`config.mk`:
```
export PLATFORM = sky130hd
export DESIGN_NAME = feature_scan_ctrl
export DESIGN_NICKNAME = d
export VERILOG_FILES = /design/src/rtl/feature_scan_ctrl.sv
export SDC_FILE = /design/constraint.sdc
export NUM_CORES = 1
export LEC_CHECK = 0
export ABC_AREA = 1
export CAP_MARGIN = 10
export CELL_PAD_IN_SITES_DETAIL_PLACEMENT = 2
export CELL_PAD_IN_SITES_GLOBAL_PLACEMENT = 2
export CORE_ASPECT_RATIO = 1.4
export CORE_MARGIN = 5
export CORE_UTILIZATION = 24
export CTS_CLUSTER_DIAMETER = 30
export CTS_CLUSTER_SIZE = 16
export DETAILED_ROUTE_END_ITERATION = 8
export PLACE_DENSITY_LB_ADDON = 0.1
export SLEW_MARGIN = 25
export SYNTH_ARGS = -nofsm -noshare
export SYNTH_HDL_FRONTEND = slang
export SYNTH_SLANG_ARGS = --single-unit
```
`constraint.sdc`:
```
create_clock -name clk -period 2 [get_ports clk]
set_input_delay 0.4 -clock clk [delete_from_list [all_inputs] [get_ports clk]]
set_output_delay 0.4 -clock clk [all_outputs]
set_load 0.01 [all_outputs]
```
`src/rtl/feature_scan_ctrl.sv`:
```
// Programmable 2-D window traversal controller: walks a latched (rows x cols) window in
// row-major or column-major order and presents row/col indices plus a linear buffer address.
module feature_scan_ctrl #(
   parameter int FEATURE_ROWS = 6,
   parameter int FEATURE_COLS = 96,
   parameter int ROW_W        = $clog2(FEATURE_ROWS),
   parameter int COL_W        = $clog2(FEATURE_COLS),
   parameter int ADDR_W       = $clog2(FEATURE_ROWS * FEATURE_COLS)
) (
   input  logic              clk,
   input  logic              rst,
   input  logic              start,
   input  logic              abort,
   input  logic [ROW_W-1:0]  cfg_last_row,
   input  logic [COL_W-1:0]  cfg_last_col,
   input  logic              cfg_col_major,
   input  logic              advance,
   output logic              busy,
   output logic [ROW_W-1:0]  row_idx,
   output logic [COL_W-1:0]  col_idx,
   output logic [ADDR_W-1:0] addr,
   output logic              row_last,
   output logic              col_last,
   output logic              done
);

   typedef enum logic {S_IDLE, S_RUN} state_t;

   localparam logic [ROW_W-1:0] MAX_ROW = ROW_W'(FEATURE_ROWS - 1);
   localparam logic [COL_W-1:0] MAX_COL = COL_W'(FEATURE_COLS - 1);

   state_t           state_q, state_d;
   logic [ROW_W-1:0] row_q, row_d;
   logic [COL_W-1:0] col_q, col_d;
   logic [ROW_W-1:0] last_row_q, last_row_d;
   logic [COL_W-1:0] last_col_q, last_col_d;
   logic             col_major_q, col_major_d;
   logic             done_q, done_d;
   logic             at_last_row, at_last_col;

   assign at_last_row = (row_q == last_row_q);
   assign at_last_col = (col_q == last_col_q);

   always_comb begin
      state_d     = state_q;
      row_d       = row_q;
      col_d       = col_q;
      last_row_d  = last_row_q;
      last_col_d  = last_col_q;
      col_major_d = col_major_q;
      done_d      = 1'b0;

      unique case (state_q)
         S_IDLE: begin
            if (start && !abort) begin
               state_d     = S_RUN;
               row_d       = '0;
               col_d       = '0;
               // Oversized requests clamp to the physical window so indices and addr stay in range.
               last_row_d  = (cfg_last_row > MAX_ROW) ? MAX_ROW : cfg_last_row;
               last_col_d  = (cfg_last_col > MAX_COL) ? MAX_COL : cfg_last_col;
               col_major_d = cfg_col_major;
            end
         end
         S_RUN: begin
            if (abort) begin
               state_d = S_IDLE;
               row_d   = '0;
               col_d   = '0;
            end else if (advance) begin
               if (at_last_row && at_last_col) begin
                  state_d = S_IDLE;
                  row_d   = '0;
                  col_d   = '0;
                  done_d  = 1'b1;
               end else if (col_major_q) begin
                  if (at_last_row) begin
                     row_d = '0;
                     col_d = col_q + 1'b1;
                  end else begin
                     row_d = row_q + 1'b1;
                  end
               end else begin
                  if (at_last_col) begin
                     col_d = '0;
                     row_d = row_q + 1'b1;
                  end else begin
                     col_d = col_q + 1'b1;
                  end
               end
            end
         end
         default: state_d = S_IDLE;
      endcase
   end

   // NOTE: sequential state uses non-blocking assignments so every register samples pre-edge values.
   always_ff @(posedge clk or negedge rst) begin
      if (!rst) begin
         state_q     <= S_IDLE;
         row_q       <= '0;
         col_q       <= '0;
         last_row_q  <= '0;
         last_col_q  <= '0;
         col_major_q <= 1'b0;
         done_q      <= 1'b0;
      end else begin
         state_q     <= state_d;
         row_q       <= row_d;
         col_q       <= col_d;
         last_row_q  <= last_row_d;
         last_col_q  <= last_col_d;
         col_major_q <= col_major_d;
         done_q      <= done_d;
      end
   end

   // Flags are qualified by busy so that idle/reset presents all-zero outputs.
   assign busy     = (state_q == S_RUN);
   assign row_idx  = row_q;
   assign col_idx  = col_q;
   assign addr     = ADDR_W'(row_q) * ADDR_W'(FEATURE_COLS) + ADDR_W'(col_q);
   assign row_last = busy && at_last_row;
   assign col_last = busy && at_last_col;
   assign done     = done_q;

endmodule

```
# Yosys cells after proc, flatten, opt, wreduce, memory -nomap -nowiden
# Index checks and enable logic that the tools add are counted.
# totals
register_bits	23
latch_bits	0
mem_bits_rw	0
mem_bits_ro	0
input_bits	16
memories	0
# op_classes
add_sub_neg	3
mul	1
div	0
n_lt_le_gt_ge	2
n_eq_ne	6
shifts	0
muxes	27
bitwise	1
reduce_logical	8
# ops
operator	n
2-to-1 mux 7 bit	8
2-to-1 mux 3 bit	8
one-hot mux 7 bit (2 select lines)	1
adder 10 x 7 -> 10 bit	1
2-to-1 mux 1 bit	8
adder 7 x 1 -> 7 bit (second input constant)	1
equality test 7 bit	1
> comparator 7 bit (second input constant)	1
one-hot mux 3 bit (2 select lines)	1
AND reduction 3 bit	2
multiplier 3 x 2 -> 5 bit (second input constant)	1
inequality test 5 x 2 -> 1 bit (second input constant)	1
inequality test 5 x 3 -> 1 bit (second input constant)	1
logical AND 1 bit	4
adder 3 x 1 -> 3 bit (second input constant)	1
equality test 3 bit	1
> comparator 3 bit (second input constant)	1
inequality test 3 bit (second input constant)	1
inequality test 2 bit (second input constant)	1
one-hot mux 1 bit (2 select lines)	1
AND reduction 2 bit	1
zero test 1 bit	1
NOT 1 bit	1

# Depth between registers and ports, before layout
# Gate-level depths: netlist of run 1.
# depth
word_depth	7
ltp_mapped	10
mapped_depth_nobuf	10

# Least setup slack after synthesis of run 1
# No wires, ideal clock.
# synth_timing
path_type	register to output
start	reg row_q[1], in the netlist row_idx[1]
end	out addr[8]
arrival_ps	1724
t_required_ps	1600
path_slack_ps	-124
stages_incl_launch_ff	6
path_cell_list	dfrtp_1 ha_1 fa_1 nand3_1 nand2_1 xor2_1
# synth_via
elab_chain_len	2
# synth_rtl
element	line_no	text
start: declaration	33	logic [ROW_W-1:0] row_q, row_d;
start signal: assignment	109	row_q <= row_d;
multiplier 3 x 2 -> 5 bit	122	assign addr = ADDR_W'(row_q) * ADDR_W'(FEATURE_COLS) + ADDR_W'(col_q);
adder 10 x 7 -> 10 bit	122	
end: declaration	21	output logic [ADDR_W-1:0] addr,
# Every way passes these cells.

# Worst setup path after layout of run 1
# Ends and elaborated chain as after synthesis.

==> results of run 1 <==
[state kept, by name (all words and copies together) (netlist names)]
| signal | cells |
|---|---|
| row_idx | 3 |
| busy | 1 |
| col_idx | 7 |
| last_col_q | 7 |
| last_row_q | 3 |
| col_major_q | 1 |
| done | 1 |
[synth_stat cells, types with 2 or more instances]
master / number
a21oi_1: 5
a22o_1: 2
buf_4: 5
dfrtp_1: 23
fa_1: 2
ha_1: 6
inv_1: 27
inv_2: 2
nand2_1: 56
nand2_2: 4
nand3_1: 9
nand4_1: 2
nor2_1: 17
nor2_4: 2
nor3_1: 3
o21ai_0: 13
xnor2_1: 6
xor2_1: 4
[through the flow]
stage / utilization [%] / power (mW) / hold WS (ns) / TNS, ns
floorplan: - / 1.12 / 0.104 / 0
global placement: 35.0 / 1.51 / 0.497 / -1.37
detailed placement: 35.0 / 1.55 / 0.496 / -1.93
CTS: 37.2 / 1.95 / 0.499 / -1.27
global route: 38.5 / 2.15 / 0.516 / -1.82
finish: 38.5 / 1.99 / 0.481 / -1.18
[kinds of logic after synthesis]
kind of cell,Yosys count
adders and majority gates,8
buffers and inverters,35
xor gates and xnor gates,11
AOI/OAI and AO/OA,21
and+or+nand+nor,97
DFF,23
[timing repair]
item | CTS | global route
pin swaps | 10 | 14
gates resized for setup | 38 | 15
endpoints found under the setup margin | 7 | 18
setup buffers | 11 | 2
cloned | 0 | 0
[final cells by class]
class                           count  area, um2  area share [%]
Multi-Input combinational cell    137        901            37.7
Timing Repair Buffer               76        664            27.8
Sequential cell                    23        578            24.2
Inverter                           29        109            4.55
Tap cell                           72       90.1            3.77
Clock buffer                        3       41.3            1.73
Clock inverter                      1       7.51           0.314
[per-layer routing]
layer	up-vias	global-route usage (%)	wire length (um)
met4	0	4.55	121
met3	7	2.08	150
met1	779	14.8	2050
li1	745	-	-
met2	27	26.7	3200
met5	-	0	0
[power by group]
group	leakage [nW]	internal (mW)	switching, mW
logic	0.846	0.514	0.500
registers	0.292	0.559	0.0955
clock network	0.0217	0.141	0.174
total	1.16	1.21	0.770
[worst max path at each step]
stage	from	end	slack, ns	cells after the start
after floorplan	row_idx[1]	addr[8]	0.008	5
after global placement	row_idx[1]	addr[9]	-0.40	6
after detailed placement	row_idx[0]	addr[8]	-0.52	6
after CTS	row_idx[1]	addr[9]	-0.38	6
after global routing	row_idx[1]	addr[8]	-0.41	6
final	row_idx[1]	addr[8]	-0.33	6
==> results.json, run 1 <==
{
  "core_um2": 6210,
  "drtPass1Iterations": 3,
  "async_flop_share_pct": 100,
  "grt_use_total_pct": 13.8,
  "worstPathMaxFanout": 4,
  "rows": 34,
  "synth_xor_area_share_pct": 7.56,
  "synth_top_family_by_area": "simple AND/OR/NAND/NOR gates",
  "yosys.area_share.adder_pct": 7.56,
  "arrival_ns": 1.93,
  "syn_to_final_growth_pct": 57.0,
  "grt_remaining_overflow": 0,
  "synth_warnings": 0,
  "ys_seq_area_share_pct": 37.8,
  "htreeDepth": 1,
  "clockRootBuffer": "clkbuf_8",
  "tightest_slew_ns": 0.434,
  "placed_cell_area_um2": 2170,
  "synth-compound-area-share_pct": 8.13,
  "ant_nets": 0,
  "path_class": "flip-flop to output port",
  "violations": "setup timing",
  "fin_nets": 294,
  "r2r_cells": 12,
  "dp_slack_ns": -0.521,
  "cts.sinks": 23,
  "irDropWorstVdd_uv": 345,
  "port_buffers": 39,
  "hp-class": "input port to asynchronous set/reset pin",
  "cts_tree": "done",
  "synth.distinct_cells": 25,
  "die_h_um": 104,
  "grt_pass1_vias": 1825,
  "finalCritPeriodShare_pct": 117,
  "p_per_area_nw_per_um2": 830,
  "yosys.area.top_type": "dfrtp_1",
  "initial_utilization_pct": 24.5,
  "clk_latency_ns": 0.28,
  "slowest_stage": "fa_2",
  "cp.required_ns": 1.60,
  "max_slew_margin_pct": 71.0,
  "finalMaxSlewViolations": 0,
  "dieArea_um2": 8060,
  "finalCriticalPeriod_ns": 2.33,
  "worst-path-buf-inv": 2,
  "grt_first_pass_wirelength_mm": 8.94,
  "worstReg2RegEnd": "col_idx[6]",
  "synth-seq-cells": 23,
  "finalNonFillerCells": 341,
  "drc_errors": 0,
  "viasPerCell": 4.57,
  "placed_cells": 324,
  "max-clock-path-buffers": 2,
  "rsz0062_at_grt": "true",
  "setup_viol": 5,
  "avgSynthCellArea_um2": 7.81,
  "fillers": 713,
  "setup_slack_ns": -0.331,
  "drtIter0Drc": 21,
  "syn_area_um2": 1520,
  "crit_family": "adder cells",
  "final_common_cell": "nand2_1",
  "grt_max_degree": 24,
  "syn_nets": 219,
  "drt_wl_total_mm": 5.52,
  "outcome": "complete, but fails checks",
  "gp_congestion": 0.870,
  "synthCells": 195,
  "reg2reg_slack_ns": 0.06,
  "fin_area_um2": 2390,
  "drt-wirelength-per-cell_um": 16.2,
  "p_leak_nw": 1.16,
  "die_w_um": 77.3,
  "synth.mux.area_fraction_pct": 0,
  "skew_ns": 0.00792,
  "cts.clk_slew.worst_paths_ns": 0.10,
  "hpwl_mm": 4.24,
  "grt_antenna_before_repair": 0,
  "ios": 40,
  "synthFlopType": "dfrtp_1",
  "fmax_ghz": 0.429,
  "worstPathCellList": "buf_6 -> fa_2 -> nand3_2 -> nand2_2 -> xor2_2 -> buf_2",
  "start_kind": "flip-flop",
  "antenna_cells": 0,
  "synth-simple-area-share_pct": 29.0,
  "netlist.area_leader.share_pct": 37.8,
  "numCtsBuffers": 3,
  "critPathMaxStageDelay_ns": 0.62,
  "endpoint_kind": "output port",
  "hold_violations": 0,
  "final_cell_mix": "49 x nand2_1, 32 x clkdlybuf4s50_1, 32 x buf_4, 24 x inv_1, 21 x dfrtp_1",
  "r2r_start": "row_idx[1]",
  "dr_total_vias": 1558,
  "drive_gt1_share_pct": 32.0,
  "synth.area.top_cells": "dfrtp_1 38%, nand2_1 14%, inv_1 6.7%",
  "synth_edf_count": 0,
  "hold_buffers": 0,
  "maxCapViolations": 0
}
Note: power is estimated with default switching activity, not from simulation.
==> run 2: changes to the inputs <==
--- a/config.mk
+++ b/config.mk
@@ -16,6 +16,7 @@
 export CTS_CLUSTER_SIZE = 16
 export DETAILED_ROUTE_END_ITERATION = 8
 export PLACE_DENSITY_LB_ADDON = 0.1
+export SETUP_SLACK_MARGIN = 0.4
 export SLEW_MARGIN = 25
 export SYNTH_ARGS = -nofsm -noshare
 export SYNTH_HDL_FRONTEND = slang
==> constraint.sdc (replaced) <==
create_clock -name clk -period 1.9 [get_ports clk]
set_input_delay 0.38 -clock clk [delete_from_list [all_inputs] [get_ports clk]]
set_output_delay 0.38 -clock clk [all_outputs]
set_load 0.01 [all_outputs]
==> run 2 against run 1 <==
Against the previous run:
- the run still ends with setup timing left
- clock skew shrank 0.0038 ns
- hold slack lost 0.021 ns
- sequential share of layout area shrank 2.5 points
- largest power group unchanged
==> results.json, run 2 (same netlist as run 1, synthesis figures left out) <==
{
  "cts_tree": "done",
  "dr_total_vias": 1637,
  "drtPass1Iterations": 2,
  "path_class": "flip-flop to output port",
  "setup_viol": 16,
  "fmax_ghz": 0.438,
  "drc_errors": 0,
  "rsz0062_at_grt": "true",
  "cts.clk_slew.worst_paths_ns": 0.09,
  "multi_input_area_um2": 993,
  "grt_first_pass_wirelength_mm": 10.1,
  "hold_violations": 0,
  "grt_antenna_before_repair": 0,
  "cts.sinks": 23,
  "grt_max_degree": 24,
  "dp_slack_ns": -0.581,
  "htreeDepth": 1,
  "initial_utilization_pct": 24.5,
  "finalMaxSlewViolations": 0,
  "finalNonFillerCells": 358,
  "final_common_cell": "nand2_1",
  "die_h_um": 104,
  "die_w_um": 77.3,
  "start_kind": "flip-flop",
  "seq_area_um2": 577,
  "critPathMaxStageDelay_ns": 0.59,
  "setup_slack_ns": -0.383,
  "antenna_cells": 0,
  "endpoint_kind": "output port",
  "worst-path-buf-inv": 1,
  "grt_remaining_overflow": 0,
  "finalCritPeriodShare_pct": 120,
  "tightest_slew_ns": 0.329,
  "worstPathCellList": "ha_4 -> fa_2 -> nand3_2 -> nand2_2 -> xor2_2 -> buf_2",
  "gp_congestion": 0.827,
  "max-clock-path-buffers": 2,
  "grt_use_total_pct": 15.8,
  "violations": "setup timing",
  "port_buffers": 39,
  "p_leak_nw": 1.31,
  "crit_family": "adder cells",
  "fillers": 686,
  "finalCriticalPeriod_ns": 2.28,
  "numCtsBuffers": 3,
  "clk_latency_ns": 0.27,
  "final_cell_mix": "39 x nand2_1, 33 x buf_4, 23 x buf_6, 22 x dfrtp_1, 19 x inv_1",
  "hold_buffers": 0,
  "p_per_area_nw_per_um2": 828,
  "grt_pass1_vias": 1956,
  "maxCapViolations": 0,
  "hpwl_mm": 4.46,
  "dieArea_um2": 8060,
  "outcome": "complete, but fails checks",
  "slowest_stage": "fa_2",
  "placed_cells": 332,
  "skew_ns": 0.00411,
  "fin_nets": 311,
  "drive_gt1_share_pct": 45.5,
  "rows": 34,
  "drt-wirelength-per-cell_um": 17.8,
  "drt_wl_total_mm": 6.38,
  "cp.required_ns": 1.52,
  "clockRootBuffer": "clkbuf_8",
  "max_slew_margin_pct": 78.1,
  "ios": 40,
  "hp-class": "input port to asynchronous set/reset pin",
  "ant_nets": 0,
  "syn_to_final_growth_pct": 74.7,
  "arrival_ns": 1.90,
  "core_um2": 6210,
  "drtIter0Drc": 37,
  "irDropWorstVdd_uv": 347,
  "viasPerCell": 4.57,
  "worstPathMaxFanout": 4
}
run 2: changes by cell type in the layout (fill, tap and decap cells not counted), sizes merged:
cell | previous run | this run
clkinv | 0 | 1
clkbuf | 3 | 6
clkdlybuf4s50 | 32 | 13
dlygate4sd2 | 1 | 4
inv | 29 | 28
clkdlybuf4s15 | 0 | 9
dlymetal6s2s | 0 | 1
buf | 43 | 63
run 2: layer usage:
layer | GRT usage [%] | up-vias | routed length, um
li1 | - | 781 | -
met1 | 16.1 | 822 | 2290
met2 | 32.4 | 28 | 3850
met3 | 2.25 | 6 | 147
met4 | 3.69 | 0 | 89
met5 | 0 | - | 0
run 2: area by class of cell:
class,count,share of cell area (%)
Sequential cell,23,21.7
Timing Repair Buffer,93,31.4
Multi-Input combinational cell,137,37.3
Clock inverter,1,0.282
Clock buffer,3,1.55
Inverter,29,4.37
Tap cell,72,3.39
run 2: path summary, 6_finish.rpt:
kind                                from             to  slack [ns]  depth (start not counted)
max                           row_idx[1]        addr[8]       -0.38                          6
min                                  rst     col_idx[0]        0.46                          2
max reg2reg                   col_idx[5]     row_idx[1]       -0.18                         14
min reg2reg                last_col_q[1]  last_col_q[1]        0.54                          2
max in group asynchronous            rst     row_idx[1]        1.16                          2
min in group clk           last_col_q[1]  last_col_q[1]        0.54                          2
run 2: repair_timing:
item | CTS | global route
setup endpoints to repair | 44 | 35
resized for setup | 106 | 42
gates cloned | 0 | 0
buffers inserted | 16 | 6
hold endpoints to repair | 0 | 0
pin swaps | 25 | 22
run 2: power by group:
part           switching, mW  internal [mW]
clock network          0.180          0.149
registers             0.0989          0.588
logic                  0.622          0.567
run 2: worst reg2reg max path, delay by kind of cell, from the launching register on:
family / cells / cell delay, ns
xor gates and xnor gates: 1 / 0.13
AOI/OAI and AO/OA: 1 / 0.05
buffers and inverters: 6 / 0.70
and+or+nand+nor: 6 / 0.64
DFF: 1 / 0.45
run 2: metrics by stage:
| stage | area (um2) | hold WS (ns) | utilization [%] | setup TNS [ns] | total power, mW |
|---|---|---|---|---|---|
| after detailed placement | 2230 | 0.525 | 35.9 | -2.66 | 1.67 |
| after CTS | 2520 | 0.485 | 40.5 | -1.72 | 2.12 |
| after global routing | 2660 | 0.502 | 42.8 | -4.17 | 2.36 |
| final | 2660 | 0.460 | 42.8 | -3.06 | 2.20 |
| after floorplan | 1550 | 0.0844 | - | -0.134 | 1.18 |
| after global placement | 2230 | 0.498 | 35.9 | -1.86 | 1.62 |
==> run 3: changes to the inputs <==
--- a/config.mk
+++ b/config.mk
@@ -17,6 +17,7 @@
 export DETAILED_ROUTE_END_ITERATION = 8
 export PLACE_DENSITY_LB_ADDON = 0.1
 export SETUP_SLACK_MARGIN = 0.4
+export SKIP_LAST_GASP = 1
 export SLEW_MARGIN = 25
 export SYNTH_ARGS = -nofsm -noshare
 export SYNTH_HDL_FRONTEND = slang
==> run 3 against run 2 <==
Against the previous run:
- the flow still finishes with violations (setup timing)
- core utilization fell by 0.18 points
- die area stayed put
- critical path type unchanged
- combinational power about the same
==> results.json, run 3 (same netlist as run 1, synthesis figures left out) <==
{
  "outcome": "complete, but fails checks",
  "violations": "setup timing",
  "tightest_slew_ns": 0.327,
  "drc_errors": 0,
  "initial_utilization_pct": 24.5,
  "cp.required_ns": 1.52,
  "clk_latency_ns": 0.27,
  "start_kind": "flip-flop",
  "rsz0062_at_grt": "true",
  "final_cell_mix": "39 x nand2_1, 34 x buf_4, 22 x dfrtp_1, 22 x buf_6, 19 x inv_1",
  "met1_length_mm": 2.16,
  "path_class": "flip-flop to output port",
  "die_w_um": 77.3,
  "fmax_ghz": 0.440,
  "finalNonFillerCells": 358,
  "met3_length_um": 195,
  "finalCriticalPeriod_ns": 2.27,
  "drtIter0Drc": 40,
  "hp-class": "input port to asynchronous set/reset pin",
  "total_power_mw": 2.19,
  "gp_congestion": 0.827,
  "grt_pass1_vias": 1956,
  "fin_util_pct": 42.6,
  "antenna_cells": 0,
  "r2r_cells": 14,
  "max_slew_margin_pct": 78.2,
  "max-clock-path-buffers": 2,
  "grt_first_pass_wirelength_mm": 10.1,
  "r2r_start": "col_idx[5]",
  "grt_use_total_pct": 15.8,
  "drt_wl_total_mm": 6.20,
  "p_per_area_nw_per_um2": 827,
  "drtPass1Iterations": 3,
  "syn_to_final_growth_pct": 74.0,
  "cts.sinks": 23,
  "finalCritPeriodShare_pct": 120,
  "hold_buffers": 0,
  "rows": 34,
  "hold_violations": 0,
  "hpwl_mm": 4.46,
  "grt_antenna_before_repair": 0,
  "worstPathMaxFanout": 3,
  "fillers": 695,
  "dr_total_vias": 1647,
  "worstReg2RegEnd": "row_idx[1]",
  "fin_nets": 311,
  "viasPerCell": 4.60,
  "p_leak_nw": 1.31,
  "arrival_ns": 1.89,
  "cts.clk_slew.worst_paths_ns": 0.09,
  "skew_ns": 0.00263,
  "ios": 40,
  "final_common_cell": "nand2_1",
  "irDropWorstVdd_uv": 349,
  "clockRootBuffer": "clkbuf_8",
  "drt-wirelength-per-cell_um": 17.3,
  "htreeDepth": 1,
  "ant_nets": 0,
  "die_h_um": 104,
  "numCtsBuffers": 3,
  "grt_remaining_overflow": 0,
  "placed_cells": 332,
  "finalMaxSlewViolations": 0,
  "endpoint_kind": "output port",
  "setup_slack_ns": -0.374,
  "maxCapViolations": 0,
  "topRoutingLayerUsed": "met4",
  "setup_viol": 16,
  "worstSetupStartpoint": "row_idx[0]",
  "reg2reg_slack_ns": -0.09,
  "grt_max_degree": 24,
  "cts_tree": "done",
  "drive_gt1_share_pct": 44.8,
  "fin_tns_setup_ns": -2.17,
  "dieArea_um2": 8060,
  "wl_met2_mm": 3.61,
  "core_um2": 6210,
  "whs_ns": 0.464,
  "port_buffers": 39
}
==> run 3: cell types whose count changed in the layout (fill, tap and decap cells not counted), sizes merged <==
cell           delta
clkbuf            -1
clkdlybuf4s15     +1
==> run 3: final cells by class <==
cell class	instances	area (um2)	share of cell area, %
Sequential cell	23	577	21.8
Clock inverter	1	7.51	0.283
Clock buffer	3	41.3	1.56
Timing Repair Buffer	93	836	31.6
Inverter	29	116	4.39
Tap cell	72	90.1	3.40
Multi-Input combinational cell	137	981	37.0
==> run 3: worst max-delay path: stages (launching register included) <==
cell and delay (ns):
dfrtp_1 0.41, buf_4 0.14, ha_2 0.19, inv_1 0.06
fa_2 0.53, inv_2 0.03, dlygate4sd2_1 0.27
==> run 3: worst max-delay path by stage <==
stage | end | slack (ns) | depth (start not counted)
floorplan | addr[8] | -0.07 | 5
global placement | addr[9] | -0.47 | 6
detailed placement | addr[7] | -0.58 | 7
CTS | addr[9] | -0.43 | 6
global route | addr[8] | -0.46 | 6
finish | addr[6] | -0.37 | 6
==> run 3: where the power goes <==
group          leakage (nW)  internal, mW  total [mW]  switching, mW
Combinational         0.994         0.566        1.18          0.613
Clock                0.0217         0.148       0.323          0.175
Sequential            0.294         0.588       0.687         0.0993
==> run 3: what timing repair did <==
action,in CTS,in global routing
gates resized for setup,101,44
setup endpoints to repair,44,35
pin swaps,25,21
setup buffers,16,6
==> run 3: per-stage QoR <==
step,cell area [um2],setup slack (ns)
5_1_grt,2650,-0.456
3_3_place_gp,2230,-0.468
3_5_place_dp,2230,-0.581
4_1_cts,2510,-0.429
2_1_floorplan,1550,-0.0718
6_report,2650,-0.374
==> run 3: layer usage <==
metal | up-vias | track usage [%]
met5 | - | 0
li1 | 787 | -
met2 | 33 | 32.2
met1 | 817 | 16.0
met3 | 10 | 2.25
met4 | 0 | 3.69
